[config.mk]
export PLATFORM = sky130hd
export DESIGN_NAME = instr_fetch_unit
export DESIGN_NICKNAME = d
export VERILOG_FILES = /design/src/rtl/instr_fetch_unit.sv
export SDC_FILE = /design/constraint.sdc
export NUM_CORES = 1
export LEC_CHECK = 0
export BUFFER_PORTS_ARGS = -buffer_cell sky130_fd_sc_hd__buf_2
export CAP_MARGIN = 20
export CORE_MARGIN = 5
export CORE_UTILIZATION = 30
export DETAILED_ROUTE_END_ITERATION = 7
export PLACE_DENSITY = 0.54
export SLEW_MARGIN = 20
export SYNTH_ARGS = -nofsm -noshare
export SYNTH_HDL_FRONTEND = slang
export SYNTH_SLANG_ARGS = --single-unit
[constraint.sdc]
create_clock -name clock -period 11.6 [get_ports clock]
set_input_delay 2.9 -clock clock [delete_from_list [all_inputs] [get_ports clock]]
set_output_delay 2.9 -clock clock [all_outputs]
set_load 0.01 [all_outputs]
[src/rtl/instr_fetch_unit.sv]
// Fetch stage: owns the fetch PC, issues one word request at a time to instruction memory,
// buffers responses in a small FIFO for decode, and flushes on a branch redirect.
module instr_fetch_unit #(
  parameter logic [31:0] RESET_PC = 32'h0000_0000,
  parameter int unsigned DEPTH    = 2
) (
  input  logic        clock,
  input  logic        Reset,
  input  logic        BranchTaken,
  input  logic [31:0] BranchTarget,
  output logic        ImemReqValid,
  input  logic        ImemReqReady,
  output logic [31:0] ImemReqAddr,
  input  logic        ImemRespValid,
  input  logic [31:0] ImemRespData,
  output logic        InstValid,
  input  logic        InstReady,
  output logic [31:0] Inst,
  output logic [31:0] InstPC,
  output logic        Misaligned
);

  localparam int unsigned PtrW = (DEPTH > 1) ? $clog2(DEPTH) : 1;
  localparam int unsigned CntW = PtrW + 1;

  typedef enum logic [0:0] {StIssue, StWait} state_e;

  state_e            state_q, state_d;
  logic [31:0]       fetch_pc_q, fetch_pc_d;
  logic [31:0]       req_pc_q, req_pc_d;
  logic              stale_q, stale_d;
  logic              misaligned_q, misaligned_d;
  logic [CntW-1:0]   count_q, count_d;
  logic [PtrW-1:0]   rd_ptr_q, rd_ptr_d;
  logic [PtrW-1:0]   wr_ptr_q, wr_ptr_d;
  logic [31:0]       inst_mem_q [DEPTH];
  logic [31:0]       inst_mem_d [DEPTH];
  logic [31:0]       pc_mem_q [DEPTH];
  logic [31:0]       pc_mem_d [DEPTH];
  logic              push, pop;

  assign InstValid   = (count_q != '0);
  assign ImemReqAddr = fetch_pc_q;
  assign Misaligned  = misaligned_q;
  // Head is gated so an empty buffer always presents zeros.
  assign Inst        = InstValid ? inst_mem_q[rd_ptr_q] : 32'h0;
  assign InstPC      = InstValid ? pc_mem_q[rd_ptr_q] : 32'h0;

  always_comb begin
    state_d      = state_q;
    fetch_pc_d   = fetch_pc_q;
    req_pc_d     = req_pc_q;
    stale_d      = stale_q;
    misaligned_d = misaligned_q;
    count_d      = count_q;
    rd_ptr_d     = rd_ptr_q;
    wr_ptr_d     = wr_ptr_q;
    inst_mem_d   = inst_mem_q;
    pc_mem_d     = pc_mem_q;
    push         = 1'b0;
    pop          = 1'b0;
    ImemReqValid = Reset && (state_q == StIssue) && !BranchTaken && !misaligned_q &&
                   (count_q < CntW'(DEPTH));

    if (BranchTaken) begin
      fetch_pc_d = BranchTarget;
      count_d    = '0;
      rd_ptr_d   = '0;
      wr_ptr_d   = '0;
      if (BranchTarget[1:0] != 2'b00) misaligned_d = 1'b1;
      if (state_q == StWait) begin
        if (ImemRespValid) begin
          stale_d = 1'b0;
          state_d = StIssue;
        end else begin
          stale_d = 1'b1;
        end
      end
    end else begin
      unique case (state_q)
        StIssue: begin
          if (ImemReqValid && ImemReqReady) begin
            req_pc_d   = fetch_pc_q;
            fetch_pc_d = fetch_pc_q + 32'd4;
            state_d    = StWait;
          end
        end
        StWait: begin
          if (ImemRespValid) begin
            push    = !stale_q;
            stale_d = 1'b0;
            state_d = StIssue;
          end
        end
        default: state_d = StIssue;
      endcase

      pop = InstValid && InstReady;
      if (push) begin
        inst_mem_d[wr_ptr_q] = ImemRespData;
        pc_mem_d[wr_ptr_q]   = req_pc_q;
        wr_ptr_d             = PtrW'(wr_ptr_q + 1'b1);
      end
      if (pop) rd_ptr_d = PtrW'(rd_ptr_q + 1'b1);
      if (push && !pop) count_d = CntW'(count_q + 1'b1);
      else if (pop && !push) count_d = CntW'(count_q - 1'b1);
    end
  end

  always_ff @(posedge clock) begin
    if (!Reset) begin
      state_q      <= StIssue;
      fetch_pc_q   <= RESET_PC;
      req_pc_q     <= 32'h0;
      stale_q      <= 1'b0;
      misaligned_q <= 1'b0;
      count_q      <= '0;
      rd_ptr_q     <= '0;
      wr_ptr_q     <= '0;
    end else begin
      state_q      <= state_d;
      fetch_pc_q   <= fetch_pc_d;
      req_pc_q     <= req_pc_d;
      stale_q      <= stale_d;
      misaligned_q <= misaligned_d;
      count_q      <= count_d;
      rd_ptr_q     <= rd_ptr_d;
      wr_ptr_q     <= wr_ptr_d;
    end
  end

  // Buffer storage needs no reset: entries are only visible while counted.
  always_ff @(posedge clock) begin
    inst_mem_q <= inst_mem_d;
    pc_mem_q   <= pc_mem_d;
  end

endmodule

# After elaboration in Yosys (flattened, before gate mapping)

Index checks and enable logic that the tools add are counted.

Register bits after elaboration: 199
Input bits: 70
Output and inout port bits: 99
Logic and storage cells: 81

$add $sub $neg: 5
Magnitude comparators: 4
Equality and inequality tests: 1
Multiplexer cells: 29
Bitwise gates (word level): 5
Reductions and logical operators: 25

Operator list:

| kind                    | count |
|---|---|
| $mux W32                | 12 |
| $bwmux W64              | 2 |
| $add A32 B3 Y32 const B | 1 |
| $demux W32 S1           | 1 |
| $mux W1                 | 11 |
| $reduce_bool A2 Y1      | 5 |
| $logic_and A1 B1 Y1     | 9 |
| $reduce_and A2 Y1       | 4 |
| $logic_not A1 Y1        | 5 |
| $ge A2 B2 Y1 const B    | 2 |
| $mux W2                 | 2 |
| $not A1 Y2              | 2 |
| $not A1 Y1              | 3 |
| $reduce_and A3 Y1       | 1 |
| $add A1 B1 Y1 const B   | 2 |
| $add A2 B1 Y2 const B   | 1 |
| $lt A2 B1 Y1 const B    | 1 |
| $lt A2 B2 Y1 const B    | 1 |
| $ne A2 B2 Y1 const B    | 1 |
| $pmux W1 S2             | 1 |
| $reduce_or A2 Y1        | 1 |
| $sub A2 B1 Y2 const B   | 1 |

# Depth between registers and ports, before layout

Gate-level depths: netlist of the first run.

Word-level depth: 9
Depth in mapped cells: 7
Gate-level depth less buffers: 7

# Worst setup path before layout of the first run

No wires, ideal clock.

Kind: input to register
Start point: input BranchTaken
End point: register inst_mem_q[32] (netlist bit) (enable)
Library setup time: 0.644 ns
Arrival: 9.414 ns
Data required time: 10.956 ns
Path slack: 1.542 ns
Stages: 3
Buffers on the path: 2
Cell sequence: clkbuf_1 > clkbuf_1 > nor4_1

Cells in the longest elaborated chain, start to end: 2

Ends and longest elaborated chain:

| element                            | line | RTL |
|---|---|---|
| start: declaration                 | 9    | `input logic BranchTaken,` |
| $not A1 Y1 (no source line)        | n/a  |  |
| $reduce_and A2 Y1 (no source line) | n/a  |  |
| end signal: assignment             | 134  | `inst_mem_q <= inst_mem_d;` |
| end: declaration                   | 36   | `logic [31:0] inst_mem_q [DEPTH];` |

Every way passes these cells.
A chain may end at the register's enable or synchronous reset.

# Final worst setup path of the first run

Start point: input BranchTaken
End point: output ImemReqValid

Cells in the longest elaborated chain, start to end: 4

Ends and longest elaborated chain:

| element                           | line | RTL |
|---|---|---|
| $logic_not A1 Y1                  | 62   | `ImemReqValid = Reset && (state_q == StIssue) && !BranchTaken && !misaligned_q &&` |
| $logic_and A1 B1 Y1 (3 in series) | 62   |  |
| end: declaration                  | 11   | `output logic ImemReqValid,` |

Every way passes these cells.

==> run summary, run 1 <==
Status - finished clean
H-tree depth - 4
Total Nets Final - 891
Kind of critical path - in2out
Slew Viols, Final - 0
Final Worst Setup Slack - 3.74 ns
Peak VDD IR - 0.0671 mV
GRT Total Usage - 0.133
Post-synthesis instance area - 0.00795 sq mm
Drt drc - 0
Syn Nets - 736
Critical Path End Type - output port
Die width - 173 um
Avg Vias per Cell - 4.69
Leading area contributor after synthesis - edfxtp_1
Max Buffers Root-to-Sink - 2
Power Density - 148 mW/mm^2
RSZ-0062 raised after global routing - no
Routed len/inst - 17.2 um
CP required - 8.70 ns
Synth area leaders - edfxtp_1 48%, dfxtp_1 18%, mux2i_1 8.3%
Avg Cell Area, Syn - 12.0 sq um
CTS tree - done
CP startpoint - BranchTaken
Setup_tns - 0 ns
Clock latency on the worst-skew pair - 0.44 ns
DP Worst Slack - 3.61 ns
Synth Register Bits - 199
Clock sinks - 199
Core area - 0.0261 sq mm
Die ar. - 0.0298 sq mm
Die Height - 173 um
Post-synth EDFFs - 128
Sequential share of the synthesized area - 0.663
Worst-path clk slew - 0.08 ns
Final Core Density - 0.372
I/O pin cnt - 169
Most instantiated library cell after synthesis - edfxtp_1
Pin count of the biggest net entering global routing - 65
# fillers - 2,611
First-pass GRT wire length - 31,800 um
Grt ovf - 0
Async SR Flop Fraction - 0
Starting DRT DRC Count - 259
Yosys Warn Count - 0
Hold Path Origin - req_pc_q[23]
Placer Congestion - 0.787
# hold bufs at CTS - 0
Routed Antenna Nets - 0
Post-CTS Setup Inserts - 0
WL final - 20,100 um
Row cnt - 59
Final setup skew - 0.0155 ns
Area Growth Syn to Fin - 22.1%
Vias in the first global route - 5,484
Initial antenna violation count - 3
IO Port Bufs - 168
Worst Tran Pin Value - 0.980 ns
Mapped Cells - 664
Total CTS buffers - 17
Yosys cell types - 42
Tmin final - 7.86 ns
Layout cells sized above 1 - 0.263
CTS root buffer - clkbuf_16
Post-cts resize count - 0
Endpoints failing hold - 0
Synth top cells by count - 128 x edfxtp_1, 89 x nor2_1, 84 x nand2_1, 71 x dfxtp_1, 66 x mux2i_1
Dominant synthesized flop cell - edfxtp_1
ANT cells - 0
Leakage Power - 0.00346 uW
CP startpoint kind - primary input
Hold Path Class - reg2reg
Initial Utilization - 0.305
Yosys top cell area share - 0.484
Crit path max fanout - 31
Finished Layout Cells - 1,167
Maxcap violations - 0
Setup Viol. Count Final - 0
Critical Path AT - 4.96 ns
Placed Instances - 1,135
Period utilization - 0.678
Vias - 5,471
Fin Hold WS - 0.455 ns
Pre-Repair DR Iteration Count - 4
Relative slew slack - 0.347
Max Clk Rate - 0.127 GHz
Half-perimeter wire length after placement - 13,200 um
R2R Path Start - count_q[1]
power breakdown:
group	total (uW)	internal [uW]	switching [uW]
clock	581	298	283
combinational	76.0	30.1	46.0
sequential	777	761	16.2
placed cells by master (no fill, tap or decap), drive strengths merged:
master | netlist | routed
o21ai | 19 | 19
or3 | 3 | 3
nor4 | 6 | 6
a221oi | 2 | 2
o211ai | 4 | 4
edfxtp | 128 | 128
clkbuf | 20 | 18
dfxtp | 71 | 71
a32oi | 1 | 1
buf | 17 | 173
nand2 | 84 | 84
o22ai | 3 | 3
nor4b | 1 | 1
a31oi | 2 | 2
nor3 | 4 | 4
and2 | 3 | 3
nand4 | 15 | 15
nor2 | 89 | 89
xor2 | 15 | 15
mux2 | 2 | 2
o311ai | 1 | 1
clkinv | 1 | 6
nand3 | 14 | 14
a21oi | 62 | 62
or2 | 1 | 1
mux2i | 66 | 66
inv | 4 | 11
a311oi | 2 | 2
a211oi | 1 | 1
and4bb | 1 | 1
a22oi | 5 | 5
clkinvlp | 0 | 2
xnor2 | 5 | 5
and4b | 1 | 1
and3 | 5 | 5
nand2b | 1 | 1
ha | 2 | 2
and4 | 3 | 3
layer usage:
layer,global-route usage,up-vias,part of all wire
met4,0.0403,6,0.017
met5,0,-,0.0020
met3,0.0323,27,0.057
met1,0.185,2574,0.47
met2,0.207,156,0.46
li1,-,2708,-
final cells by class:
| type | count | area, sq um | area share |
|---|---|---|---|
| sequential | 199 | 5270 | 0.543 |
| clock inverter | 14 | 134 | 0.0138 |
| clock buffer | 18 | 450 | 0.0464 |
| multi-input combinational | 423 | 2530 | 0.261 |
| tap | 335 | 419 | 0.0432 |
| timing repair buffer | 173 | 878 | 0.0905 |
| inverter | 5 | 18.8 | 0.00193 |
critical path, cell delays in order:
cell	delay (ns)
buf_2	0.30
inv_1	0.76
nand2_1	0.31
nor4_1	0.45
buf_2	0.22
final timing paths:
kind | end | slack [ns] | depth (start not counted)
worst max-delay path | ImemReqValid | 3.74 | 5
worst min-delay path | pc_mem_q[55] | 0.45 | 0
worst max register to register | count_q[1] | 9.08 | 7
worst min register to register | pc_mem_q[55] | 0.45 | 0
state kept, by name, indices dropped and copies added, names as in the netlist:
signal	flops
inst_mem_q	64
pc_mem_q	64
ImemReqAddr	32
req_pc_q	32
count_q	2
Misaligned	1
rd_ptr_q	1
stale_q	1
state_q	1
wr_ptr_q	1
cell families (layout without fill, tap and decap cells):
logic type | Yosys count | after routing | synth area share
adders and majority gates | 2 | 2 | 0.00315
xor gates and xnor gates | 20 | 20 | 0.0220
buffers and inverters | 42 | 210 | 0.0214
AOI/OAI and AO/OA | 102 | 102 | 0.0710
and+or+nand+nor | 231 | 231 | 0.134
muxes | 68 | 68 | 0.0860
DFF | 199 | 199 | 0.663
through the flow:
step	cell area [sq um]	total power [uW]
after floorplan	7950	828
after global placement	9120	870
after detailed placement	9120	871
after CTS	9700	1450
after global routing	9700	1490
final	9700	1430
Power figures use the tool's default switching activity.
==> run 2: changes to the inputs <==
Settings changed: PLACE_DENSITY 0.54 to 0.56.
Clock period 11.6 ns to 7 ns, I/O delays scaled along.
==> run 2 against run 1 <==
Sequential power increased by 66%. Setup slack got worse by 1.5 ns. Total power increased by 70%. Clock skew decreased by 0.0035 ns.
==> run summary, run 2 (synthesis results as in run 1) <==
Setup Viol. Count Final - 0
Fin Hold WS - 0.452 ns
Post-cts resize count - 0
Worst path max stage delay - 0.40 ns
Leakage Power - 0.00348 uW
Vias in the first global route - 5,445
Post-CTS Setup Inserts - 0
Area Growth Syn to Fin - 22.7%
DP Worst Slack - 2.11 ns
Routed len/inst - 17.1 um
# hold bufs at CTS - 0
ANT cells - 0
Peak VDD IR - 0.144 mV
Biggest regs - inst_mem_q (64), pc_mem_q (64)
IO Port Bufs - 168
Met3 Track Usage GR - 0.0395
Power Density - 249 mW/mm^2
Busiest grt layer - met2
WL final - 20,000 um
Slew Viols, Final - 0
Grt ovf - 0
Initial antenna violation count - 2
Max Buffers Root-to-Sink - 2
Clock sinks - 199
Layout cells sized above 1 - 0.262
Worst Tran Pin Value - 1.00 ns
Vias - 5,541
Period utilization - 0.678
CP required - 5.25 ns
Final Worst Setup Slack - 2.26 ns
H-tree depth - 4
Clock latency on the worst-skew pair - 0.42 ns
Initial Utilization - 0.305
Maxcap violations - 0
Row cnt - 59
I/O pin cnt - 169
Crit-path cells - buf_2 -> inv_1 -> nand2_1 -> nor4_1 -> buf_2
First-pass GRT wire length - 30,800 um
CP max stage cell - nor4_1
Met1 Use GR - 0.179
Half-perimeter wire length after placement - 13,100 um
Die Height - 173 um
Status - finished clean
Final Core Density - 0.374
Critical Path End Type - output port
Tmin final - 4.74 ns
Pin count of the biggest net entering global routing - 65
Critical Path AT - 2.99 ns
Max Clk Rate - 0.211 GHz
Crit path max fanout - 30
Placed Instances - 1,136
Drt drc - 0
Die width - 173 um
Relative slew slack - 0.332
Most used cell, CP - buf_2
Avg Vias per Cell - 4.75
Starting DRT DRC Count - 347
RSZ-0062 raised after global routing - no
Kind of critical path - in2out
CTS root buffer - clkbuf_16
CP startpoint kind - primary input
Commonest non-fill, non-tap cell in the layout - buf_2
CTS tree - done
Placer Congestion - 0.770
Setup_tns - 0 ns
Finished Layout Cells - 1,167
Die ar. - 0.0298 sq mm
Hold Path Class - reg2reg
Most frequent cells in the layout - 168 x buf_2, 128 x edfxtp_1, 88 x nor2_1, 83 x nand2_1, 70 x dfxtp_1
Routed Antenna Nets - 0
Pre-Repair DR Iteration Count - 5
Core area - 0.0261 sq mm
Worst-path clk slew - 0.07 ns
Total Nets Final - 892
Total CTS buffers - 17
Final setup skew - 0.0120 ns
Endpoints failing hold - 0
GRT Total Usage - 0.129
Met2 GRT Util - 0.201
run 2: cell types whose count changed in the layout (fill, tap and decap cells not counted), sizes merged:
cell      before  now
bufinv         0    3
clkinv         6    4
clkbuf        18   17
buf          173  174
clkinvlp       2    1
run 2: area by class of cell:
cell class | instances | area (sq um)
well taps | 335 | 419
repair buffers | 174 | 886
clock inverters | 14 | 188
inverters | 5 | 18.8
fillers | 2616 | 16300
flip-flops and latches | 199 | 5270
multi-input cells | 423 | 2540
clock buffers | 17 | 425
run 2: worst paths after layout:
kind	from	to	slack (ns)	depth (start not counted)
max	BranchTaken	ImemReqValid	2.26	5
max reg2reg	state_q	inst_mem_q[41]	4.64	3
min	req_pc_q[4]	pc_mem_q[4]	0.45	0
min reg2reg	req_pc_q[4]	pc_mem_q[4]	0.45	0
run 2: critical path: cells and delay by family:
family	cells	cell delay (ns)
buf+inv	3	0.68
simple gates	2	0.54
run 2: metal layers:
metal | vias up | wire length (um) | share of wire
met5 | - | 7 | 0.00035
met4 | 2 | 253 | 0.013
met3 | 24 | 1220 | 0.061
met2 | 184 | 9040 | 0.45
met1 | 2620 | 9440 | 0.47
li1 | 2711 | - | -
run 2: stage by stage:
step	instance area [sq um]	total power [uW]
global placement	9140	1440
global route	9750	2530
CTS	9750	2460
finish	9750	2430
detailed placement	9140	1440
floorplan	7950	1370
run 2: power by group:
group	total, uW	switching (uW)	internal [uW]
Sequential	1290	27.4	1260
Combinational	126	75.5	50.3
Clock	1020	444	573
==> run 3: changes to the inputs <==
Settings changed: PLACE_DENSITY 0.56 to 0.54.
Clock period 7 ns to 4.6 ns, I/O delays scaled along.
==> run 3 against run 2 <==
First-iteration DRC count rose by 23%. Clock skew up 0.0012 ns. Design area rose by 0.62%. Setup slack worse by 1.1 ns. Count of clock-buffer cells in the layout rose by 3.
==> run summary, run 3 (synthesis results as in run 1) <==
Initial antenna violation count - 0
Endpoints failing hold - 0
Hold Path End - pc_mem_q[34]
GRT Total Usage - 0.134
Total Nets Final - 897
Area Growth Syn to Fin - 23.4%
Status - finished clean
FF-to-FF End - count_q[1]
RSZ-0062 raised after global routing - no
Kind of critical path - in2out
Hold Path Class - reg2reg
Max Clk Rate - 0.294 GHz
Layout cells sized above 1 - 0.267
Post-CTS Setup Inserts - 0
CTS root buffer - clkbuf_16
IO Port Bufs - 168
R2R Path Start - count_q[1]
Total CTS buffers - 17
Die width - 173 um
Tmin final - 3.40 ns
Min-Delay Path Depth - 0
Placer Congestion - 0.758
Drt drc - 0
Die Height - 173 um
Crit path max fanout - 6
Maxcap violations - 0
Avg Vias per Cell - 4.71
Biggest regs - inst_mem_q (64), pc_mem_q (64)
Post-cts resize count - 0
Slew Viols, Final - 0
Critical Path End Type - output port
Peak VDD IR - 0.190 mV
Clock sinks - 199
CP required - 3.45 ns
Starting DRT DRC Count - 427
Most frequent cells in the layout - 168 x buf_2, 128 x edfxtp_1, 88 x nor2_1, 83 x nand2_1, 70 x dfxtp_1
Final Worst Setup Slack - 1.20 ns
Setup_tns - 0 ns
Pin count of the biggest net entering global routing - 65
Clock latency on the worst-skew pair - 0.43 ns
Commonest non-fill, non-tap cell in the layout - buf_2
I/O pin cnt - 169
Max Buffers Root-to-Sink - 2
Grt ovf - 0
Relative slew slack - 0.339
WL final - 20,400 um
Leakage Power - 0.00351 uW
Setup Viol. Count Final - 0
Cells on worst reg2reg path - 7
Routed len/inst - 17.4 um
H-tree depth - 4
Worst-path clk slew - 0.07 ns
CTS tree - done
Die ar. - 0.0298 sq mm
# hold bufs at CTS - 0
Pre-Repair DR Iteration Count - 4
Flop-to-flop setup slack - 2.06 ns
Half-perimeter wire length after placement - 13,400 um
First-pass GRT wire length - 31,800 um
CP startpoint kind - primary input
Period utilization - 0.739
Critical Path AT - 2.25 ns
Worst Tran Pin Value - 0.991 ns
Row cnt - 59
Vias in the first global route - 5,573
Power Density - 376 mW/mm^2
Hold Path Origin - req_pc_q[2]
DP Worst Slack - 1.11 ns
Fin Hold WS - 0.455 ns
ANT cells - 0
Routed Antenna Nets - 0
Core area - 0.0261 sq mm
Final setup skew - 0.0132 ns
Initial Utilization - 0.305
CP startpoint - BranchTaken
Vias - 5,526
run 3: worst max-delay path, cell delays in order:
cell     delay [ns]
buf_2          0.10
inv_1          0.06
nand2_1        0.17
nor4_1         0.52
buf_2          0.24
run 3: worst max-delay path by stage:
stage	end	slack [ns]	depth (start not counted)
6_report	ImemReqValid	1.20	5
4_1_cts	ImemReqValid	1.11	5
3_5_place_dp	ImemReqValid	1.11	5
5_1_grt	ImemReqValid	1.11	5
3_3_place_gp	ImemReqValid	1.16	5
2_1_floorplan	inst_mem_q[32]	0.49	3
run 3: cell type report:
class	count	area (sq um)
inverters	5	18.8
fillers	2606	16300
well taps	335	419
clock buffers	20	468
multi-input cells	423	2540
clock inverters	12	135
flip-flops and latches	199	5270
repair buffers	179	956
run 3: where the power goes:
part           switching (uW)  leakage (uW)  internal (uW)
combinational             118       0.00159           81.0
sequential               41.9       0.00163           1920
clock                     669      0.000297            857
run 3: stage by stage:
stage	cell area [sq um]	utilization	cells	total power (uW)
2_1_floorplan	7960	-	664	2090
3_3_place_gp	9180	0.352	1140	2200
3_5_place_dp	9180	0.352	1140	2200
4_1_cts	9780	0.375	1172	3720
5_1_grt	9810	0.376	1173	3820
6_report	9810	0.376	1173	3690
run 3: per-layer routing:
metal | global-route usage | vias to the layer above | part of all wire
met2 | 0.216 | 160 | 0.47
li1 | - | 2717 | -
met1 | 0.182 | 2632 | 0.46
met5 | 0 | - | 0
met4 | 0.0370 | 0 | 0.012
met3 | 0.0323 | 17 | 0.059
